$ cat src/rtl/pipeline_front_regs_pkg.sv
// ============================================================================
// Module : pipeline_front_regs_pkg
// Brief  : Shared constants and next-PC source selection for the front regs.
// Rev    : 1.0
// ============================================================================
`default_nettype none

package pipeline_front_regs_pkg;

  localparam logic [31:0] NOP_INSTR        = 32'h0000_0000;
  localparam logic [31:0] PC_RESET_DEFAULT = 32'h0000_0000;
  localparam int          CTRL_W_DEFAULT   = 16;
  localparam int          CNT_W_DEFAULT    = 32;
  localparam logic        CTRL_BUBBLE_BIT  = 1'b0;
  localparam logic [31:0] PC_ALIGN_MASK    = 32'hFFFF_FFFC;

  typedef enum logic [1:0] {
    PC_SRC_SEQ    = 2'd0,
    PC_SRC_JUMP   = 2'd1,
    PC_SRC_BRANCH = 2'd2
  } pc_src_e;

  // A taken branch in EX is older than a jump in ID, so the jump is wrong-path.
  function automatic pc_src_e pc_src_sel(input logic branch_taken, input logic jump);
    if (branch_taken) begin
      return PC_SRC_BRANCH;
    end else if (jump) begin
      return PC_SRC_JUMP;
    end
    return PC_SRC_SEQ;
  endfunction

endpackage

`default_nettype wire

$ cat src/rtl/pipeline_front_regs_if.sv
// ============================================================================
// Module : pipeline_front_regs_if
// Brief  : Hazard/flush control, fetch and pipeline-register bus of the front end.
// Rev    : 1.0
// ============================================================================
`default_nettype none

interface pipeline_front_regs_if #(
  parameter int CTRL_W = 16,
  parameter int CNT_W  = 32
);

  logic              PC_Write;
  logic              IF_ID_Write;
  logic              ctrl_Mux;
  logic              IF_Flush;
  logic              ID_Flush;
  logic              EX_BranchTaken;
  logic [31:0]       EX_BranchTarget;
  logic              ID_J;
  logic [31:0]       ID_JumpTarget;
  logic [31:0]       IF_Instruction;
  logic [CTRL_W-1:0] ID_Ctrl;

  logic [31:0]       IF_PC;
  logic [31:0]       ID_Instruction;
  logic [31:0]       ID_PC_plus4;
  logic [CTRL_W-1:0] EX_Ctrl;
  logic [31:0]       EX_PC_plus4;
  logic [CNT_W-1:0]  stall_count;
  logic [CNT_W-1:0]  flush_count;

  modport master (
    output PC_Write, IF_ID_Write, ctrl_Mux, IF_Flush, ID_Flush,
           EX_BranchTaken, EX_BranchTarget, ID_J, ID_JumpTarget,
           IF_Instruction, ID_Ctrl,
    input  IF_PC, ID_Instruction, ID_PC_plus4, EX_Ctrl, EX_PC_plus4,
           stall_count, flush_count
  );

  modport slave (
    input  PC_Write, IF_ID_Write, ctrl_Mux, IF_Flush, ID_Flush,
           EX_BranchTaken, EX_BranchTarget, ID_J, ID_JumpTarget,
           IF_Instruction, ID_Ctrl,
    output IF_PC, ID_Instruction, ID_PC_plus4, EX_Ctrl, EX_PC_plus4,
           stall_count, flush_count
  );

endinterface

`default_nettype wire

$ cat src/rtl/pipeline_front_regs_sat_counter.sv
// ============================================================================
// Module : pipeline_front_regs_sat_counter
// Brief  : Event counter that sticks at all-ones instead of wrapping.
// Rev    : 1.0
// ============================================================================
`default_nettype none

module pipeline_front_regs_sat_counter #(
  parameter int CNT_W = 32
) (
  input  wire logic             clk,
  input  wire logic             reset,
  input  wire logic             i_inc,
  output logic      [CNT_W-1:0] o_count
);

  localparam logic [CNT_W-1:0] c_one = {{(CNT_W-1){1'b0}}, 1'b1};
  localparam logic [CNT_W-1:0] c_max = {CNT_W{1'b1}};

  logic [CNT_W-1:0] r_count;

  always_ff @(posedge clk or negedge reset) begin
    if (!reset) begin
      r_count <= '0;
    end else if (i_inc && (r_count != c_max)) begin
      r_count <= r_count + c_one;
    end
  end

  assign o_count = r_count;

endmodule

`default_nettype wire

$ cat src/rtl/pipeline_front_regs.sv
// ============================================================================
// Module : pipeline_front_regs
// Brief  : PC, IF/ID and ID/EX registers obeying stall/flush control, with
//          saturating stall and flush event counters.
// Rev    : 1.0
// ============================================================================
`default_nettype none

module pipeline_front_regs
  import pipeline_front_regs_pkg::*;
#(
  parameter logic [31:0] PC_RESET = PC_RESET_DEFAULT,
  parameter int          CTRL_W   = CTRL_W_DEFAULT,
  parameter int          CNT_W    = CNT_W_DEFAULT
) (
  input wire logic                clk,
  input wire logic                reset,
  pipeline_front_regs_if.slave    bus
);

  localparam logic [CTRL_W-1:0] c_ctrl_bubble = {CTRL_W{CTRL_BUBBLE_BIT}};

  logic [31:0]       r_pc;
  logic [31:0]       r_id_instr;
  logic [31:0]       r_id_pc4;
  logic [CTRL_W-1:0] r_ex_ctrl;
  logic [31:0]       r_ex_pc4;

  pc_src_e           w_pc_src;
  logic [31:0]       w_pc_plus4;
  logic [31:0]       w_next_pc;
  logic              w_pc_en;
  logic              w_bubble;
  logic              w_stall_inc;

  assign w_pc_plus4  = r_pc + 32'd4;
  assign w_pc_src    = pc_src_sel(bus.EX_BranchTaken, bus.ID_J);
  // A redirect flushes the stalled instruction, so it must override PC_Write.
  assign w_pc_en     = bus.PC_Write | bus.EX_BranchTaken | bus.ID_J;
  assign w_bubble    = bus.ID_Flush | ~bus.ctrl_Mux;
  assign w_stall_inc = ~bus.ctrl_Mux & ~bus.ID_Flush;

  always_comb begin
    w_next_pc = w_pc_plus4;
    case (w_pc_src)
      PC_SRC_BRANCH: w_next_pc = bus.EX_BranchTarget;
      PC_SRC_JUMP:   w_next_pc = bus.ID_JumpTarget;
      default:       w_next_pc = w_pc_plus4;
    endcase
    w_next_pc = w_next_pc & PC_ALIGN_MASK;
  end

  always_ff @(posedge clk or negedge reset) begin
    if (!reset) begin
      r_pc <= PC_RESET;
    end else if (w_pc_en) begin
      r_pc <= w_next_pc;
    end
  end

  always_ff @(posedge clk or negedge reset) begin
    if (!reset) begin
      r_id_instr <= NOP_INSTR;
      r_id_pc4   <= 32'h0;
    end else if (bus.IF_Flush) begin
      r_id_instr <= NOP_INSTR;
      r_id_pc4   <= 32'h0;
    end else if (bus.IF_ID_Write) begin
      r_id_instr <= bus.IF_Instruction;
      r_id_pc4   <= w_pc_plus4;
    end
  end

  // ID/EX never holds: a bubble only zeroes the control bundle.
  always_ff @(posedge clk or negedge reset) begin
    if (!reset) begin
      r_ex_ctrl <= c_ctrl_bubble;
      r_ex_pc4  <= 32'h0;
    end else begin
      r_ex_ctrl <= w_bubble ? c_ctrl_bubble : bus.ID_Ctrl;
      r_ex_pc4  <= r_id_pc4;
    end
  end

  pipeline_front_regs_sat_counter #(
    .CNT_W (CNT_W)
  ) u_stall_cnt (
    .clk     (clk),
    .reset   (reset),
    .i_inc   (w_stall_inc),
    .o_count (bus.stall_count)
  );

  pipeline_front_regs_sat_counter #(
    .CNT_W (CNT_W)
  ) u_flush_cnt (
    .clk     (clk),
    .reset   (reset),
    .i_inc   (bus.IF_Flush),
    .o_count (bus.flush_count)
  );

  assign bus.IF_PC          = r_pc;
  assign bus.ID_Instruction = r_id_instr;
  assign bus.ID_PC_plus4    = r_id_pc4;
  assign bus.EX_Ctrl        = r_ex_ctrl;
  assign bus.EX_PC_plus4    = r_ex_pc4;

endmodule

`default_nettype wire
$ cat src/flat_wrapper.sv
// flat-port wrapper written by rule: the top's interface ports become plain ports
module pipeline_front_regs_flat import pipeline_front_regs_pkg::*;
#(
  parameter logic [31:0] PC_RESET = PC_RESET_DEFAULT,
  parameter int          CTRL_W   = CTRL_W_DEFAULT,
  parameter int          CNT_W    = CNT_W_DEFAULT
)
  (clk, reset, bus_PC_Write, bus_IF_ID_Write, bus_ctrl_Mux, bus_IF_Flush, bus_ID_Flush, bus_EX_BranchTaken, bus_EX_BranchTarget, bus_ID_J, bus_ID_JumpTarget, bus_IF_Instruction, bus_ID_Ctrl, bus_IF_PC, bus_ID_Instruction, bus_ID_PC_plus4, bus_EX_Ctrl, bus_EX_PC_plus4, bus_stall_count, bus_flush_count);
  pipeline_front_regs_if #(.CTRL_W(CTRL_W), .CNT_W(CNT_W)) bus_i ();
  input wire logic clk;
  input wire logic reset;
  input wire logic [$bits(bus_i.PC_Write)-1:0] bus_PC_Write;
  input wire logic [$bits(bus_i.IF_ID_Write)-1:0] bus_IF_ID_Write;
  input wire logic [$bits(bus_i.ctrl_Mux)-1:0] bus_ctrl_Mux;
  input wire logic [$bits(bus_i.IF_Flush)-1:0] bus_IF_Flush;
  input wire logic [$bits(bus_i.ID_Flush)-1:0] bus_ID_Flush;
  input wire logic [$bits(bus_i.EX_BranchTaken)-1:0] bus_EX_BranchTaken;
  input wire logic [$bits(bus_i.EX_BranchTarget)-1:0] bus_EX_BranchTarget;
  input wire logic [$bits(bus_i.ID_J)-1:0] bus_ID_J;
  input wire logic [$bits(bus_i.ID_JumpTarget)-1:0] bus_ID_JumpTarget;
  input wire logic [$bits(bus_i.IF_Instruction)-1:0] bus_IF_Instruction;
  input wire logic [$bits(bus_i.ID_Ctrl)-1:0] bus_ID_Ctrl;
  output wire logic [$bits(bus_i.IF_PC)-1:0] bus_IF_PC;
  output wire logic [$bits(bus_i.ID_Instruction)-1:0] bus_ID_Instruction;
  output wire logic [$bits(bus_i.ID_PC_plus4)-1:0] bus_ID_PC_plus4;
  output wire logic [$bits(bus_i.EX_Ctrl)-1:0] bus_EX_Ctrl;
  output wire logic [$bits(bus_i.EX_PC_plus4)-1:0] bus_EX_PC_plus4;
  output wire logic [$bits(bus_i.stall_count)-1:0] bus_stall_count;
  output wire logic [$bits(bus_i.flush_count)-1:0] bus_flush_count;
  assign bus_i.PC_Write = bus_PC_Write;
  assign bus_i.IF_ID_Write = bus_IF_ID_Write;
  assign bus_i.ctrl_Mux = bus_ctrl_Mux;
  assign bus_i.IF_Flush = bus_IF_Flush;
  assign bus_i.ID_Flush = bus_ID_Flush;
  assign bus_i.EX_BranchTaken = bus_EX_BranchTaken;
  assign bus_i.EX_BranchTarget = bus_EX_BranchTarget;
  assign bus_i.ID_J = bus_ID_J;
  assign bus_i.ID_JumpTarget = bus_ID_JumpTarget;
  assign bus_i.IF_Instruction = bus_IF_Instruction;
  assign bus_i.ID_Ctrl = bus_ID_Ctrl;
  assign bus_IF_PC = bus_i.IF_PC;
  assign bus_ID_Instruction = bus_i.ID_Instruction;
  assign bus_ID_PC_plus4 = bus_i.ID_PC_plus4;
  assign bus_EX_Ctrl = bus_i.EX_Ctrl;
  assign bus_EX_PC_plus4 = bus_i.EX_PC_plus4;
  assign bus_stall_count = bus_i.stall_count;
  assign bus_flush_count = bus_i.flush_count;
  pipeline_front_regs #(.PC_RESET(PC_RESET), .CTRL_W(CTRL_W), .CNT_W(CNT_W)) u_core (.clk(clk), .reset(reset), .bus(bus_i));
endmodule
$ cat config.mk
export PLATFORM = sky130hd
export DESIGN_NAME = pipeline_front_regs_flat
export DESIGN_NICKNAME = d
export VERILOG_FILES = /design/src/rtl/pipeline_front_regs_pkg.sv /design/src/rtl/pipeline_front_regs_if.sv /design/src/rtl/pipeline_front_regs_sat_counter.sv /design/src/rtl/pipeline_front_regs.sv /design/src/flat_wrapper.sv
export SDC_FILE = /design/constraint.sdc
export NUM_CORES = 1
export LEC_CHECK = 0
export ABC_AREA = 1
export CAP_MARGIN = 15
export CORE_ASPECT_RATIO = 0.7
export CORE_MARGIN = 1.5
export CORE_UTILIZATION = 47
export CTS_BUF_LIST = sky130_fd_sc_hd__clkbuf_16
export DETAILED_ROUTE_END_ITERATION = 12
export GPL_TIMING_DRIVEN = 1
export PLACE_DENSITY = 0.84
export SYNTH_ARGS = -nofsm -noshare
export SYNTH_HDL_FRONTEND = slang
export SYNTH_SLANG_ARGS = --single-unit
$ cat constraint.sdc
create_clock -name clk -period 2 [get_ports clk]
set_clock_uncertainty 0.2 [all_clocks]
set_input_delay 0.2 -clock clk [delete_from_list [all_inputs] [get_ports clk]]
set_output_delay 0.2 -clock clk [all_outputs]
set_load 0.05 [all_outputs]
After elaboration in Yosys (flattened, before gate mapping)
Index checks and enable logic that the tools add are counted.

word-level totals
  register bits after elaboration = 206
  logic and storage cells = 34

operators by class
  $add $sub $neg = 3
  eq/ne operators = 4
  multiplexer cells = 11
  bitwise logic cells = 6
  reduce and logical (&&, ||, !) cells = 3

operator list
  cell                                                  number
  two-way mux 32 bit                                    4
  adder 32 x 1 -> 32 bit (second input constant)        2
  inequality test 32 bit (second input constant)        2
  case mux 32 bit (2 select lines)                      1
  adder 32 x 3 -> 32 bit (second input constant)        1
  two-way mux 16 bit                                    1
  two-way mux 2 bit                                     3
  bitwise OR 1 bit                                      3
  equality test 2 x 1 -> 1 bit (second input constant)  1
  equality test 2 bit (second input constant)           1
  logical AND 1 bit                                     2
  two-way mux 1 bit                                     2
  NOT 1 bit                                             2
  nonzero test 2 bit                                    1
  bitwise AND 1 bit                                     1

Longest topological paths before layout
Gate-level depths: netlist of run 1.

  depth after elaboration = 5
  mapped depth = 13
  depth with buffers taken out = 12

By module
From an unflattened synthesis of run 1, not the netlist that was laid out.

second synthesis, totals
  cells, all modules = 1281
  area total of the unflattened synthesis = 10316.1 sq um

modules (own cells, without submodules)
  module                           instances  cells an instance  area an instance (sq um)  seq. area each (sq um)
  pipeline_front_regs              1          615                5934.4                    3453.3
  pipeline_front_regs_sat_counter  2          333                2190.9                    800.8

Worst setup path before layout of run 1
OpenSTA, ideal clock, no wires.

  path kind = reg2reg
  start point = register u_core.u_flush_cnt.r_count[0], in the netlist u_core.u_flush_cnt.o_count[0]
  end point = register u_core.u_flush_cnt.r_count[27], in the netlist u_core.u_flush_cnt.o_count[27]
  setup time = 0.118 ns
  data arrival time = 1.896 ns
  slack = -0.214 ns
  stages on the path, launching flop included = 13
  clock period less this slack = 2.214 ns
  cell sequence = dfrtp_1 ha_1 nand3_2 clkinv_2 nand2_2 nor2_1 nand2_1 nand2_2 inv_2 buf_6 buf_6 nand2_1 nand2_1

on the way
  cells in the longest elaborated chain, start to end = 2
  elaborated cells on any way between the ends = 3
  those cells by class = add/sub (1); eq/ne (1); reduce/logical (1)

RTL lines
  what                                                                            line                                   RTL
  start: declaration                                                              pipeline_front_regs_sat_counter.sv:20  logic [CNT_W-1:0] r_count;
  start signal: assignment                                                        pipeline_front_regs_sat_counter.sv:26  r_count <= r_count + c_one;
  parallel branches: the longest is 2 deep, another holds adder 32 x 1 -> 32 bit  --

Parallel ways; which one is timed is not known.
A chain may end at the register's enable or synchronous reset.

Final worst setup path of run 1
  start point = register u_core.r_pc[3], in the netlist u_core.bus.IF_PC[3]
  end point = register u_core.r_pc[30], in the netlist u_core.bus.IF_PC[30]

on the way
  cells in the longest elaborated chain, start to end = 2

RTL lines
  what                              line                       RTL
  start: declaration                pipeline_front_regs.sv:23  logic [31:0] r_pc;
  start signal: assignment          pipeline_front_regs.sv:57  r_pc <= w_next_pc;
  adder 32 x 3 -> 32 bit            pipeline_front_regs.sv:36  assign w_pc_plus4 = r_pc + 32'd4;
  case mux 32 bit (2 select lines)  pipeline_front_regs.sv:45  case (w_pc_src)

No other way between the ends.

==> results.txt, run 1 <==
Largest net degree at the start of global routing: 63
Starting Density: 48.5%
Reg-to-reg endpoint: u_core.bus.IF_PC[30]
Fin cells: 1,919
Most frequent cells in the layout: 475 x nand2_1, 179 x dfrtp_1, 143 x nor2_1
All-Layer GR Usage: 28.5%
Setup crit end: u_core.bus.IF_PC[30]
Clock sink total: 202
Final setup margin: 0.0519 ns
Fill cells: 1,656
Number of distinct library cells after synthesis: 37
Detailed Place HPWL: 24.4 mm
Final hold violation count: 0
Die area: 22,500 um2
Final Cycle Share: 97.4%
Crit-path max FO: 7
DR DRC count: 0
Die Width: 179 um
Synth Cell Area: 10,100 um2
Crit-path slowest cell: dfrtp_2
Post-synthesis register bit count: 202
Hold Crit Class: input port to flip-flop
CP most frequent cell: nand2_1
Number of global-route vias before repair: 9,651
P per Cell Area: 836 nW/um2
CP startpoint: u_core.bus.IF_PC[3]
Post-layout min period: 1.95 ns
CP required: 2.17 ns
Finished Cell Area: 14,500 um2
Post-DP Area: 13,800 um2
CTS Buf Count: 21
Worst rel slew slack: 62.0%
Final ANT Viol Nets: 0
Most common cell after layout, fill and taps aside: nand2_1
CP Cell Sequence: ha_2, nand2_1, nor2_2, nand2_2, nor2_4, nand2_1, nand2_1, nand2_1, nand2_1, a21oi_1
Worst-path clk slew: 0.06 ns
Gp weighted congestion: 0.982
Initial antenna violation count: 1
Pleak: 7.25 nW
Worst skew pair latency: 0.49 ns
Layout Area Growth over Synthesis: 42.7%
Layout cell share with drive strength beyond 1: 15.2%
Grt total ovfl: 0
Number of synthesized flops with an enable pin: 0
DRT Pass-1 Iters: 5
H-tree levels: 1
Avg WL per Cell: 16.9 um
Vias: 10,100
Worst Tran Pin Value: 0.573 ns
Peak supply drop: 0.710 mV
Max Slew Vio Count: 0
Via density: 5.28
CP max stage delay: 0.41 ns
Port buffer count: 318
Synth Instances: 1,267
Core ar.: 20,900 um2
CTS Buffer Depth: 3
Crit Reg-Reg Startpoint: u_core.bus.IF_PC[3]
Max-cap violations: 0
Fin nets: 1,753
Global-route wire length before repair: 50.5 mm
Row count: 44
Register area share after synthesis: 49.8%
Syn Area/Cell: 8.00 um2
Setup violations, final: 0
Post-synth top flop: dfrtp_1
Warnings, synthesis: 0
WL final: 32.4 mm
Setup WS pre-CTS: -0.0445 ns
Status: finished clean
Hold path depth: 3
Cell Count Post-Placement: 1,873
Worst setup EP type: flip-flop
CTS tree: done
Root buf cell: clkbuf_16
FMAX: 513 MHz
Crit path DAT: 2.12 ns
Worst R2R Path Depth: 10
FFs w/ async S/R, synth: 100%
I/O Pins: 329
FF-to-FF setup slack: 0.05 ns
Initial drt markers: 842
DIE HEIGHT: 126 um
RSZ-0062 raised after global routing: yes
Crit Path Class: flip-flop to flip-flop
CP startpoint kind: flip-flop
sequential cells by signal, summed over array words and instances (netlist names):
name	cells
u_core.bus.EX_Ctrl	16
u_core.bus.EX_PC_plus4	30
u_core.bus.ID_Instruction	32
u_core.bus.ID_PC_plus4	30
u_core.bus.IF_PC	30
u_core.u_flush_cnt.o_count	32
u_core.u_stall_cnt.o_count	32
critical path, delay by kind of cell, from the launching register on:
kind	cells	cell delay (ns)
compound gates	1	0.06
simple gates	8	0.96
fa+ha+maj	1	0.21
flops	1	0.41
cell usage after synthesis (all sizes together) (22+ instances only):
| master | n | area share, % |
|---|---|---|
| nand2 | 495 | 19 |
| dfrtp | 202 | 50 |
| nor2 | 159 | 6.4 |
| inv | 97 | 3.6 |
| a22o | 38 | 3.3 |
| xor2 | 35 | 3.0 |
| nand3 | 32 | 1.7 |
| nor3 | 30 | 1.9 |
| a21oi | 28 | 1.4 |
| o21ai | 26 | 1.3 |
| buf | 24 | 1.7 |
| a221oi | 23 | 2.0 |
| clkbuf | 22 | 0.81 |
cell type report:
class,instances,area (um2),share of cell area [%]
antenna,1,2.50,0.0173
inverter,98,379,2.62
clock inverter,15,91.3,0.631
multi-input combinational,926,4580,31.6
clock buffer,21,526,3.63
timing repair buffer,380,3470,24.0
sequential,202,5080,35.1
tap,276,345,2.39
stage by stage:
| step | TNS (ns) | power (mW) | hold slack [ns] | utilization [%] |
|---|---|---|---|---|
| after floorplan | 0 | 7.13 | -0.296 | - |
| after global placement | -0.0359 | 8.56 | -0.0194 | 66.1 |
| after detailed placement | -0.115 | 8.64 | -0.0203 | 66.1 |
| after CTS | 0 | 12.1 | 0.00252 | 68.5 |
| after global routing | -0.249 | 12.6 | 0.0168 | 69.2 |
| final | 0 | 12.1 | 0.0230 | 69.2 |
power breakdown:
group	leakage [nW]	switching [mW]	total, mW	internal [mW]
registers	2.61	0.440	4.93	4.49
clock network	0.325	1.57	3.59	2.02
logic	4.31	2.44	3.57	1.13
total	7.25	4.45	12.1	7.65
how the worst min path moves through the flow:
stage,to,slack (ns),startpoint
2_1_floorplan,u_core.bus.EX_Ctrl[0],-0.30,reset
3_3_place_gp,u_core.u_stall_cnt.o_count[3],-0.02,reset
3_5_place_dp,u_core.u_stall_cnt.o_count[3],-0.02,reset
4_1_cts,u_core.bus.EX_Ctrl[14],0.003,bus_ID_Ctrl[14]
5_1_grt,u_core.bus.EX_Ctrl[14],0.02,bus_ID_Ctrl[14]
6_report,u_core.bus.EX_Ctrl[14],0.02,bus_ID_Ctrl[14]
routing by layer:
layer | up-vias | GRT usage [%] | wire (um) | share of wire [%]
met5 | - | 0 | 0 | 0
met2 | 525 | 44.2 | 14500 | 45
met3 | 72 | 5.95 | 3160 | 9.8
li1 | 4763 | - | - | -
met4 | 0 | 8.14 | 1080 | 3.3
met1 | 4766 | 40.4 | 13600 | 42
cells by family after synthesis:
family	synth area share, %
and+or+nand+nor	30.9
xor gates and xnor gates	4.23
buffers and inverters	6.13
adders and majority gates	0.370
DFF	49.8
other	0.0370
AOI/OAI and AO/OA	8.51
what timing repair did:
action | CTS | global route
setup endpoints to repair | 134 | 74
pin swaps | 0 | 4
hold buffers | 3 | 0
gates resized for setup | 129 | 18
endpoints found under the hold margin | 204 | 0
cloned | 0 | 1
buffers inserted | 0 | 5
Power figures use the tool's default switching activity.
==> run 2, diff against run 1 <==
- CTS_CLUSTER_DIAMETER: default -> 40
- GPL_TIMING_DRIVEN: 1 -> default
- SLEW_MARGIN: default -> 30
==> run 2 against run 1 <==
The run now ends with setup timing left. Flip-flop and latch count unchanged. Total power rose by 12%. Largest power group unchanged. Sequential power barely moved. Final cell count is 1.4% higher. Register-to-register slack lost 0.06 ns. Design area up 3.3%. Global-route usage increased by 0.85 points.
==> results.txt, run 2 (synthesis results as in run 1) <==
Most frequent cells in the layout: 475 x nand2_1, 179 x dfrtp_1, 144 x nor2_1
Layout cell share with drive strength beyond 1: 16.1% (+0.95 points)
CTS Buffer Depth: 3 (unchanged)
Peak supply drop: 0.785 mV (+11%)
Layout Area Growth over Synthesis: 47.4%
Status: finished, violations left
Worst setup EP type: flip-flop
Avg WL per Cell: 17.3 um (+2.5%)
Final Cycle Share: 100% (+2.9 points)
Hold Crit Class: input port to async pin
I/O Pins: 329 (unchanged)
Delay-heaviest family, CP: simple AND/OR/NAND/NOR gates
Port buffer count: 318 (unchanged)
Gp weighted congestion: 0.982 (unchanged)
Setup violations, final: 1 (+1)
Largest net degree at the start of global routing: 63 (unchanged)
Global-route wire length before repair: 52.0 mm (+2.9%)
Crit Reg-Reg Startpoint: u_core.bus.IF_PC[3]
CP startpoint kind: flip-flop
P per Cell Area: 902 nW/um2 (+8.0%)
Max-cap violations: 0 (unchanged)
Row count: 44 (unchanged)
Post-layout min period: 2.01 ns (+0.0584 ns)
Grt total ovfl: 0 (unchanged)
WL final: 33.6 mm (+3.8%)
Reg-to-reg endpoint: u_core.bus.IF_PC[30]
Initial antenna violation count: 0 (-1)
Worst R2R Path Depth: 10 (unchanged)
Detailed Place HPWL: 24.4 mm (unchanged)
FF-to-FF setup slack: -0.007 ns (-0.06 ns)
Number of global-route vias before repair: 9,923 (+2.8%)
Setup WS pre-CTS: -0.0445 ns (unchanged)
DR DRC count: 0 (unchanged)
DRT Pass-1 Iters: 6 (+1)
CP Cell Sequence: ha_2, nand2_1, nor2_2, nand2_2, nor2_4, nand2_1, nand2_1, nand2_1, nand2_1, a21oi_1
Final hold violation count: 0 (unchanged)
Worst skew pair latency: 0.52 ns (+0.03 ns)
Vias: 10,300 (+1.8%)
Worst-path clk slew: 0.06 ns (about the same)
CP required: 2.19 ns (+0.02 ns)
Worst rel slew slack: 62.1% (+0.14 points)
Power Total: 13.5 mW (+12%)
Root buf cell: clkbuf_16
Final setup margin: -0.00655 ns (-0.0584 ns)
Starting Density: 48.5% (unchanged)
Failing checks: setup timing
Crit-path slowest cell: dfrtp_2
Diodes inserted: 0 (-1)
CP max stage delay: 0.40 ns (about the same)
Max Slew Vio Count: 0 (unchanged)
All-Layer GR Usage: 29.3% (+0.85 points)
Final ANT Viol Nets: 0 (unchanged)
DIE HEIGHT: 126 um (unchanged)
Most common cell after layout, fill and taps aside: nand2_1
Pleak: 7.46 nW (+3.0%)
Fin util: 71.5% (+2.3 points)
Die Width: 179 um (unchanged)
FMAX: 498 MHz (-2.9%)
Core ar.: 20,900 um2 (unchanged)
Crit path DAT: 2.20 ns (+0.08 ns)
CTS tree: done
Fin cells: 1,945 (+1.4%)
Cell Count Post-Placement: 1,873 (unchanged)
CP most frequent cell: nand2_1
CTS Buf Count: 26 (+24%)
Worst Tran Pin Value: 0.571 ns (-0.00212 ns)
Initial drt markers: 916 (+8.8%)
Via density: 5.30 (+0.45%)
H-tree levels: 1 (unchanged)
Fin nets: 1,773 (+1.1%)
Crit Path Class: flip-flop to flip-flop
Clock sink total: 202 (unchanged)
Buffers plus inverters on the worst setup path: 0 (unchanged)
Die area: 22,500 um2 (unchanged)
Crit-path max FO: 7 (unchanged)
RSZ-0062 raised after global routing: yes
==> run 2: how the worst max path moves through the flow <==
stage / cells after the start / end / from
2_1_floorplan: 10 / u_core.u_stall_cnt.o_count[23] / u_core.u_stall_cnt.o_count[10]
3_3_place_gp: 7 / u_core.bus.IF_PC[31] / bus_EX_BranchTaken
3_5_place_dp: 7 / u_core.bus.IF_PC[31] / bus_EX_BranchTaken
4_1_cts: 13 / u_core.u_stall_cnt.o_count[6] / u_core.u_stall_cnt.o_count[1]
5_1_grt: 10 / u_core.bus.IF_PC[28] / u_core.bus.IF_PC[3]
6_report: 10 / u_core.bus.IF_PC[30] / u_core.bus.IF_PC[3]
==> run 2: layout make-up <==
type	count	area (um2)
fillers	1597	5970
flip-flops and latches	202	5080
multi-input cells	926	4570
repair buffers	395	3640
clock buffers	27	676
inverters	98	382
well taps	276	345
clock inverters	21	251
==> run 2: where the power goes <==
part | switching [mW] | total, mW | leakage (nW) | internal [mW]
clock | 1.91 | 4.94 | 0.464 | 3.03
combinational | 2.45 | 3.60 | 4.39 | 1.15
sequential | 0.447 | 4.94 | 2.61 | 4.49
==> run 2: metal layers <==
| metal | vias up | part of all wire [%] | track usage, % |
|---|---|---|---|
| met2 | 545 | 45 | 45.6 |
| met4 | 0 | 4.0 | 10.2 |
| met1 | 4860 | 42 | 40.8 |
| met5 | - | 0 | 0 |
| li1 | 4807 | - | - |
| met3 | 97 | 9.2 | 6.07 |
==> run 2: metrics by stage <==
stage	hold slack, ns	TNS, ns	cell area (um2)
3_5_place_dp	-0.0203	-0.115	13800
5_1_grt	0.0215	-0.515	14900
3_3_place_gp	-0.0194	-0.0359	13800
6_report	0.00362	-0.00655	14900
2_1_floorplan	-0.296	0	10200
4_1_cts	0.00198	0	14800
==> run 2: timing repair <==
action / CTS / global route
endpoints found under the setup margin: 138 / 79
buffers inserted: 0 / 7
pin swaps: 0 / 5
gates cloned: 0 / 2
hold endpoints to repair: 216 / 0
resized for setup: 128 / 21
hold buffers: 15 / 0
==> run 3, diff against run 2 <==
- MAX_ROUTING_LAYER: default -> met4
==> run 3 against run 2 <==
The flow now finishes without violations. Fmax increased by 2.2%. Count of clock-buffer cells in the layout decreased by 2. Largest cell class unchanged. Highest routed layer unchanged. Combinational power about the same. Non-clock buffer count decreased by 8.
==> results.txt, run 3 (synthesis results as in run 1) <==
Status: finished clean
Layout cell share with drive strength beyond 1: 16.0% (-0.12 points)
Worst Tran Pin Value: 0.550 ns (-0.0204 ns)
Row count: 44 (unchanged)
DR DRC count: 0 (unchanged)
Initial drt markers: 748 (-18%)
Hold Crit Class: input port to flip-flop
Switching share of power: 36.0% (+0.34 points)
Most common cell after layout, fill and taps aside: nand2_1
Post-DP Area: 13,800 um2 (about the same)
Fill cells: 1,670 (+4.6%)
Via density: 5.27 (-0.61%)
All-Layer GR Usage: 30.1% (+0.76 points)
P per Cell Area: 885 nW/um2 (-1.9%)
Core ar.: 20,900 um2 (unchanged)
Initial antenna violation count: 0 (unchanged)
Reg area: 5080 um2 (about the same)
Finished Cell Area: 14,700 um2 (-1.4%)
Worst setup EP type: flip-flop
Worst skew pair latency: 0.52 ns (about the same)
Power Total: 13.0 mW (-3.3%)
Starting Density: 48.5% (unchanged)
Pleak: 7.32 nW (-1.8%)
Fin util: 70.4% (-1.0 points)
Final Cycle Share: 98.2% (-2.2 points)
DRT Pass-1 Iters: 8 (+2)
Fin nets: 1,763 (-0.56%)
RSZ-0062 raised after global routing: yes
Most frequent cells in the layout: 475 x nand2_1, 178 x dfrtp_1, 141 x nor2_1
Largest net degree at the start of global routing: 81 (+29%)
CP required: 2.24 ns (+0.05 ns)
I/O Pins: 329 (unchanged)
Clock sink total: 202 (unchanged)
Crit Path Class: flip-flop to flip-flop
CP startpoint kind: flip-flop
Setup violations, final: 0 (-1)
Avg WL per Cell: 17.0 um (-1.7%)
Hold_ws: 0.00916 ns (+0.00555 ns)
CTS Buf Count: 24 (-7.7%)
Number of global-route vias before repair: 9,761 (-1.6%)
Fin cells: 1,933 (-0.62%)
P_int: 8.34 mW (-3.8%)
Worst-path clk slew: 0.06 ns (about the same)
Global-route wire length before repair: 51.6 mm (-0.66%)
Layout Area Growth over Synthesis: 45.3%
Combinational share of power: 27.7% (+1.0 points)
Gp weighted congestion: 0.958 (-2.5%)
Die area: 22,500 um2 (unchanged)
Cell Count Post-Placement: 1,872 (-0.053%)
Final hold violation count: 0 (unchanged)
FMAX: 509 MHz (+2.2%)
Sequential power share: 37.8% (+1.2 points)
Detailed Place HPWL: 24.1 mm (-1.0%)
Post-layout min period: 1.96 ns (-0.0432 ns)
Crit path DAT: 2.21 ns (about the same)
Psw: 4.70 mW (-2.4%)
Port buffer count: 318 (unchanged)
Clock power share: 34.5% (-2.1 points)
Final ANT Viol Nets: 0 (unchanged)
Max-cap violations: 0 (unchanged)
Peak supply drop: 0.643 mV (-18%)
Worst rel slew slack: 63.5% (+1.4 points)
CTS tree: done
DIE HEIGHT: 126 um (unchanged)
Crit-path max FO: 7 (unchanged)
Root buf cell: clkbuf_16
WL final: 32.8 mm (-2.4%)
Multi-input gate area: 4570 um2 (-0.16%)
Diodes inserted: 0 (unchanged)
Vias: 10,200 (-1.2%)
CTS Buffer Depth: 3 (unchanged)
Die Width: 179 um (unchanged)
Max Slew Vio Count: 0 (unchanged)
H-tree levels: 1 (unchanged)
Grt total ovfl: 0 (unchanged)
[run 3: area by class of cell]
type / count / area share [%]
flip-flops and latches: 202 / 34.5
well taps: 276 / 2.34
clock buffers: 25 / 4.24
multi-input cells: 926 / 31.0
inverters: 98 / 2.56
clock inverters: 19 / 1.32
repair buffers: 387 / 24.1
[run 3: what timing repair did]
action / 4_1_cts / 5_1_grt
cloned: 0 / 1
pin swaps: 1 / 4
hold buffers: 8 / 0
hold endpoints to repair: 208 / 0
resized for setup: 127 / 22
setup endpoints to repair: 133 / 66
setup buffers: 0 / 8
[run 3: power by group through the flow]
stage / Sequential (mW) / Clock [mW] / Combinational [mW]
5_1_grt: 4.99 / 4.74 / 3.82
4_1_cts: 4.91 / 4.55 / 3.52
3_3_place_gp: 4.96 / 0 / 3.60
3_5_place_dp: 4.98 / 0 / 3.65
2_1_floorplan: 6.29 / 0 / 0.842
6_report: 4.93 / 4.50 / 3.61
[run 3: critical path, stage by stage, from the launching register on]
cell and delay, ns:
dfrtp_2 0.42, ha_4 0.16, nand2_1 0.08, nor2_2 0.18
nand2_2 0.14, nor2_4 0.23, xor2_1 0.26, nand2_1 0.10
a21oi_1 0.13
[run 3: path summary, 6_finish.rpt]
kind	startpoint	slack, ns	to	cells after the start
worst max-delay path	u_core.bus.IF_PC[2]	0.04	u_core.bus.IF_PC[18]	8
worst min register to register	u_core.bus.ID_PC_plus4[17]	0.20	u_core.bus.EX_PC_plus4[17]	0
worst min-delay path	bus_ID_Ctrl[5]	0.009	u_core.bus.EX_Ctrl[5]	3
min in group asynchronous	reset	0.08	u_core.u_stall_cnt.o_count[8]	3
max in group asynchronous	reset	1.07	u_core.u_flush_cnt.o_count[8]	3
worst max register to register	u_core.bus.IF_PC[2]	0.04	u_core.bus.IF_PC[18]	8
[run 3: metrics by stage]
step	setup TNS (ns)	worst slack, ns
after floorplan	0	0.000830
after global placement	-0.0130	-0.0130
after detailed placement	-0.132	-0.0459
after CTS	0	0.00838
after global routing	-0.123	-0.0303
final	0	0.0366
[run 3: layer usage]
metal / global-route usage [%] / wire (um) / vias up
li1: - / - / 4790
met1: 41.1 / 13900 / 4816
met2: 45.8 / 15000 / 495
met3: 5.43 / 2910 / 82
met4: 8.77 / 1040 / 0
met5: - / 0 / -
